File: config.mk
export PLATFORM = sky130hd
export DESIGN_NAME = regfile_sb
export DESIGN_NICKNAME = d
export VERILOG_FILES = /design/src/rtl/regfile_sb.sv
export SDC_FILE = /design/constraint.sdc
export NUM_CORES = 2
export LEC_CHECK = 0
export ABC_CLOCK_PERIOD_IN_PS = 3320
export BUFFER_PORTS_ARGS = -buffer_cell sky130_fd_sc_hd__buf_4
export CORE_UTILIZATION = 40
export DETAILED_ROUTE_END_ITERATION = 12
export PLACE_DENSITY = 0.52
export SETUP_SLACK_MARGIN = 0.5
export SLEW_MARGIN = 40
export SYNTH_ARGS = -nofsm -noshare
export SYNTH_HDL_FRONTEND = slang
export SYNTH_SLANG_ARGS = --single-unit
export TNS_END_PERCENT = 1
File: constraint.sdc
create_clock -name Clk -period 3.32 [get_ports Clk]
set_input_delay 0.664 -clock Clk [delete_from_list [all_inputs] [get_ports Clk]]
set_output_delay 0.664 -clock Clk [all_outputs]
set_load 0.005 [all_outputs]
File: src/rtl/regfile_sb.sv
// Register file with two read ports, two prioritised write ports (B beats A),
// optional write-to-read bypass and a per-register pending scoreboard.

module regfile_sb_rdport #(
  parameter int DW     = 32,
  parameter int AW     = 5,
  parameter bit BYPASS = 1'b1
) (
  input  logic [AW-1:0]               rs,
  input  logic [(2**AW)-1:0][DW-1:0]  rf,
  input  logic [(2**AW)-1:0]          pend,
  input  logic                        wa_en,
  input  logic [AW-1:0]               waddr_a,
  input  logic [DW-1:0]               wdata_a,
  input  logic                        wb_en,
  input  logic [AW-1:0]               waddr_b,
  input  logic [DW-1:0]               wdata_b,
  output logic [DW-1:0]               rd,
  output logic                        busy
);
  logic hit_a, hit_b, nz;

  assign nz    = (rs != '0);
  assign hit_a = BYPASS && wa_en && (waddr_a == rs);
  assign hit_b = BYPASS && wb_en && (waddr_b == rs);

  always_comb begin
    rd = '0;
    if (nz) begin
      if (hit_b)      rd = wdata_b;
      else if (hit_a) rd = wdata_a;
      else            rd = rf[rs];
    end
  end

  // forwarded data makes the pending flag stale for this read
  assign busy = nz && pend[rs] && !(hit_a || hit_b);
endmodule

module regfile_sb #(
  parameter int          DW      = 32,
  parameter int          AW      = 5,
  parameter int          GP_IDX  = 28,
  parameter logic [DW-1:0] GP_INIT = 32'h00001800,
  parameter int          SP_IDX  = 29,
  parameter logic [DW-1:0] SP_INIT = 32'h00002ffc,
  parameter bit          BYPASS  = 1'b1
) (
  input  logic          Clk,
  input  logic          Rst_n,
  input  logic [AW-1:0] RS1,
  input  logic [AW-1:0] RS2,
  output logic [DW-1:0] RD1,
  output logic [DW-1:0] RD2,
  output logic          Busy1,
  output logic          Busy2,
  input  logic          WrA,
  input  logic [AW-1:0] WAddrA,
  input  logic [DW-1:0] WDataA,
  input  logic          WrB,
  input  logic [AW-1:0] WAddrB,
  input  logic [DW-1:0] WDataB,
  input  logic          Issue,
  input  logic [AW-1:0] IssueAddr,
  input  logic          Flush
);
  localparam int DEPTH = 2**AW;
  localparam int NUM_RD = 2;

  logic [DEPTH-1:0][DW-1:0] rf;
  logic [DEPTH-1:0]         pend, pend_nxt;
  logic                     wa_en, wb_en;

  logic [NUM_RD-1:0][AW-1:0] rs_v;
  logic [NUM_RD-1:0][DW-1:0] rd_v;
  logic [NUM_RD-1:0]         busy_v;

  assign wa_en = WrA && (WAddrA != '0);
  assign wb_en = WrB && (WAddrB != '0);

  // B is assigned last so it wins an address collision
  always_ff @(posedge Clk or negedge Rst_n) begin
    if (!Rst_n) begin
      for (int i = 0; i < DEPTH; i++)
        rf[i] <= (i == GP_IDX) ? GP_INIT : (i == SP_IDX) ? SP_INIT : '0;
    end else begin
      if (wa_en) rf[WAddrA] <= WDataA;
      if (wb_en) rf[WAddrB] <= WDataB;
    end
  end

  always_comb begin
    pend_nxt = pend;
    if (Flush) begin
      pend_nxt = '0;
    end else begin
      if (wa_en) pend_nxt[WAddrA] = 1'b0;
      if (wb_en) pend_nxt[WAddrB] = 1'b0;
      if (Issue && (IssueAddr != '0)) pend_nxt[IssueAddr] = 1'b1;
    end
    pend_nxt[0] = 1'b0;
  end

  always_ff @(posedge Clk or negedge Rst_n) begin
    if (!Rst_n) pend <= '0;
    else        pend <= pend_nxt;
  end

  assign rs_v = {RS2, RS1};

  for (genvar p = 0; p < NUM_RD; p++) begin : g_rd
    regfile_sb_rdport #(.DW(DW), .AW(AW), .BYPASS(BYPASS)) u_rd (
      .rs      (rs_v[p]),
      .rf      (rf),
      .pend    (pend),
      .wa_en   (wa_en),
      .waddr_a (WAddrA),
      .wdata_a (WDataA),
      .wb_en   (wb_en),
      .waddr_b (WAddrB),
      .wdata_b (WDataB),
      .rd      (rd_v[p]),
      .busy    (busy_v[p])
    );
  end

  assign RD1   = rd_v[0];
  assign RD2   = rd_v[1];
  assign Busy1 = busy_v[0];
  assign Busy2 = busy_v[1];
endmodule

# == Word-level counts from Yosys, hierarchy flattened ==
# Index checks and enable logic that the tools add are counted.
# word_totals
regBits,1055
memories,0
elab_cells,107
ram_bits,0
latchBits,0
romBits,0
# op_classes
add_sub_neg,0
order_cmp,8
bitwise_logic,5
n_eq_ne,4
div_mod_pow,0
multipliers,0
n_shift,0
muxes,34
reduce_logical,23
# ops
op,count
1024-bit bitwise mux,2
1024-bit 2-to-1 mux,2
32-bit 2-to-1 mux,16
32-bit binary-select mux with 5-bit select,2
32-bit demux with 5-bit select,2
32-bit AND,2
32-bit inverter,2
32-bit OR,1
"5-bit by 6-bit < comparator with 1-bit output, second input constant",5
5-bit nonzero test,5
5-bit == test,4
1-bit demux with 5-bit select,3
"5-bit by 1-bit greater-or-equal comparator with 1-bit output, second input constant",3
1-bit logical AND,14
1-bit binary-select mux with 5-bit select,2
1-bit 2-to-1 mux,5
1-bit logical NOT,2
1-bit logical OR,2

# == Logic depth before layout (Yosys ltp) ==
# logic_depth
ltp_word,14
ltp_mapped,10
mapped_depth_nobuf,5

# == Cells and area by module ==
# A second synthesis with hierarchy kept.
# unflattened
hier_cells,7947
hier_area_um2,70536.4
# by_module_without_submodules
module,seq_area_each_um2,n_inst,area_each_um2,cells_per_inst
regfile_sb,26416.6,1,52168.8,6285
regfile_sb_rdport,0.0,2,9183.8,831

# == Least setup slack after synthesis ==
# No wires, ideal clock.
# synth_timing
path_kind,input-to-output
from,input port WAddrA[2]
to,output port RD2[10]
t_required_ns,2.656
setup_slack_ns,0.457
t_arrival_ns,2.199
cell_stages,8
path_cell_list,buf_2 -> nor3_4 -> a21o_1 -> nor4_1 -> or3b_1 -> buf_2 -> buf_2 -> o221ai_1
# synth_between
elab_chain_cells,6
word_cells_on_any_way,7
# synth_lines
item,line_no,text
start: declaration,58,"input logic [AW-1:0] WAddrA,"
5-bit nonzero test,78,assign wa_en = WrA && (WAddrA != '0);
1-bit logical AND,78,
1-bit logical AND *,24,assign hit_a = BYPASS && wa_en && (waddr_a == rs);
32-bit 2-to-1 mux *,31,else if (hit_a) rd = wdata_a;
32-bit 2-to-1 mux *,30,if (hit_b) rd = wdata_b;
32-bit 2-to-1 mux *,29,if (nz) begin
end: declaration,54,"output logic [DW-1:0] RD2,"
# Mark *: on every way between the ends. The rest lies on a longest branch, timed or not.

# == Final worst setup path ==
# layout_timing
from,input port RS2[2]
to,output port RD2[3]
# layout_between
elab_chain_cells,5
word_cells_on_any_way,10
# layout_lines
item,line_no,text
start: declaration,52,"input logic [AW-1:0] RS2,"
32-bit binary-select mux with 5-bit select or 5-bit == test (tied branches),"32, 24",
32-bit 2-to-1 mux (implied by the code) or 1-bit logical AND (tied branches),"32, 24",
32-bit 2-to-1 mux,31,
32-bit 2-to-1 mux,30,
32-bit 2-to-1 mux *,29,
# Mark *: on every way between the ends. The rest lies on a longest branch, timed or not. The select of a mux whose other input is x is not followed.

==> results.txt <==
CP Launch Type = input pin
Post-layout power = 46.03 mW
Peak supply drop = 0.0005571 V
TritonCTS clock tree = built
Yosys top cell area share = 39.02%
CTS clk-pin slew, worst paths = 0.06 ns
Syn Area/Cell = 9.940 um2
Power Dens Cells = 578.2 nW/um2
Worst path top cell family by delay = buffers and inverters
H-Tree Depth = 4
CTS root buffer = clkbuf_16
Die outline height = 410.7 um
Routed Wire Length = 306,700 um
CTS buffer count = 131
Final worst slack = -0.1562 ns
Routed length per instance = 33.99 um
Core box area = 165,400 um2
Yosys top cell by area = dfrtp_1
Worst-Skew Late Latency = 0.79 ns
Buf/Inv on CP = 7
CP Data Required Time = 2.66 ns
CP Capture Type = primary output
Hold Slack = 0.2075 ns
Syn Inst Count = 6,722
Synth Flop Type = dfrtp_1
Slowest stage cell, crit path = or3b_4
Peak Freq = 287.7 MHz
Number of fill cells in the layout = 15,010
Finished Layout Cells = 9,025
Chain of cells forming the critical path = buf_8 -> buf_4 -> xor2_1 -> nor4_4 -> buf_4 -> or3b_4 -> buf_12 -> buf_16 -> o221ai_4 -> buf_6 -> buf_6
Vias in the first global route = 55,840
Vias per inst = 6.463
Post-DP HPWL = 194,700 um
Die width = 410.7 um
Relative slew slack = 40.98%
Violated checks = setup timing
Levels on crit path = 11
Top-count cell post-synth = dfrtp_1
Fin. max-slew vios = 0
Final worst-path cycle share = 104.7%
Hold Crit Class = input pin to flip-flop
Reg2reg path depth = 2
Mapped Nets = 6,817
Pre-antenna DRT Iters = 6
WHS Path Cells = 3
Detailed-route via count = 58,330
I/O Pins = 161
Distinct cells, synth = 59
Worst Setup EP = RD2[3]
Global-route wire length before repair = 432,700 um
FF-to-FF setup slack = 2.30 ns
Area contributors post-synth = dfrtp_1 39%, mux2i_1 15%, mux4_2 14%
GRT Util Overall = 35.91%
Final Hold Viols = 0
Yosys Warn Count = 0
Reg2reg start = pend[8]$_DFF_PN0_
CTS Buffer Depth = 3
Layout cells sized above 1 = 23.77%
CTS sink count = 1,055
Crit Path Class = input pin to primary output
Most frequent cells after synthesis = 1,042 x dfrtp_1, 1,001 x mux2i_1, 784 x nor2_1
Sequential share of the synthesized area = 39.54%
Mapped Area = 66,820 um2
Largest net degree at the start of global routing = 98
Initial antenna violation count = 12
Reg2reg end = pend[8]$_DFF_PN0_
Status = finished, violations left
Max FO, Critical Path = 11
DR iter-0 viols = 7,912
Setup violations, final = 39
FFs w/ async S/R, synth = 100.0%
GRT overflow = 0
Largest stage delay on the critical path = 0.44 ns
Die area = 168,700 um2
Placed cells = 8,728
Crit. Startpoint = RS2[2]
Setup_tns = -3.546 ns
Post-layout minimum cycle time = 3.476 ns
Routed Antenna Nets = 0
Starting Density = 40.41%
Final Skew = 0 ns
Gp weighted congestion = 0.9349
Data arrival time of the worst path = 2.81 ns
Site Rows = 149
DRC = 0
Slew @ Worst Pin = 0.8853 ns
Leak Pwr = 34.12 nW
Nets = 6,816
Area Growth Syn to Fin = 19.15%
Max-Cap Viols = 0
Post-synth EDFFs = 0
IO Port Bufs = 160
RSZ-0062 raised after global routing = yes
Yosys reg bits = 1,055
==> report_power, final <==
group	switching, mW	internal (mW)
registers	2.79	16.1
clock network	6.33	9.20
logic	5.39	6.22
total	14.5	31.5
==> worst min-delay path, stage by stage <==
cell and delay [ns]:
buf_4 0.14, nand4b_1 0.09, a21oi_1 0.06
==> routing by layer <==
metal | routed length (um) | global-route usage (%)
met1 | 117200 | 46.56
met2 | 135500 | 54.28
met3 | 33640 | 9.225
met4 | 20350 | 20.79
met5 | 31 | 0
==> cells by family (layout without fill, tap and decap cells) <==
family | Yosys count | after routing | share of synthesized area, %
compound gates | 1669 | 1669 | 14.10
simple gates | 1620 | 1621 | 10.01
mux | 1477 | 1477 | 30.20
flops | 1055 | 1055 | 39.54
buf+inv | 881 | 986 | 5.895
xor+xnor | 20 | 20 | 0.2622
other cells | 0 | 8 | 0
==> metrics by stage <==
| step | worst slack [ns] | utilization, % | area (um2) |
|---|---|---|---|
| floorplan | 0.4716 | - | 66950 |
| global placement | -0.5520 | 44.44 | 73490 |
| detailed placement | -0.4734 | 44.46 | 73520 |
| CTS | -0.1610 | 47.75 | 78960 |
| global route | -0.1571 | 48.14 | 79600 |
| finish | -0.1562 | 48.15 | 79620 |
==> how the worst min path moves through the flow <==
stage                         endpoint  slack (ns)              from
floorplan           pend[10]$_DFF_PN0_        0.37             Rst_n
global placement      rf[16]$_DFF_PN0_        0.38  rf[16]$_DFF_PN0_
detailed placement    rf[29]$_DFF_PN0_        0.38  rf[29]$_DFF_PN0_
CTS                 pend[21]$_DFF_PN0_        0.17      IssueAddr[2]
global route        pend[21]$_DFF_PN0_        0.19      IssueAddr[2]
finish              pend[21]$_DFF_PN0_        0.21      IssueAddr[2]
==> cell type report <==
cell class | instances | area, um2 | area share (%)
Multi-Input combinational cell | 4787 | 37740 | 47.40
Sequential cell | 1055 | 26420 | 33.18
Timing Repair Buffer | 711 | 8001 | 10.05
Clock buffer | 193 | 3940 | 4.949
Tap cell | 2189 | 2739 | 3.440
Clock inverter | 47 | 629.4 | 0.7905
Inverter | 35 | 131.4 | 0.1650
Antenna cell | 8 | 20.02 | 0.02514
==> cell usage in the layout (no fill, tap or decap), drive strengths merged, types with 6 or more instances in the layout <==
master	n
a22o	31
o21ai	544
xor2	6
mux2i	1001
nand2b	6
dfstp	13
nor3	40
inv	40
nor2b	7
a21oi	776
nand2	634
xnor2	14
buf	708
nand4	34
and2	8
diode	8
o221ai	93
nand3b	22
mux2	50
a2bb2oi	6
o311ai	34
a221oi	31
nor2	794
dfrtp	1042
a32oi	7
bufinv	12
a31oi	33
nand3	6
or2	36
o22ai	72
and3	7
a22oi	38
clkbuf	195
clkinv	25
or3b	7
mux4	426
==> sequential cells by signal, summed over array words and instances, names as in the netlist <==
signal	count
pend	31
rf	1024
==> timing repair <==
item	in CTS	in global routing
resized for setup	101	74
hold buffers	1	0
cloned	1	2
setup buffers	17	28
endpoints found under the hold margin	24	0
pin swaps	19	22
setup endpoints to repair	66	66
(Power assumes the default switching activity.)
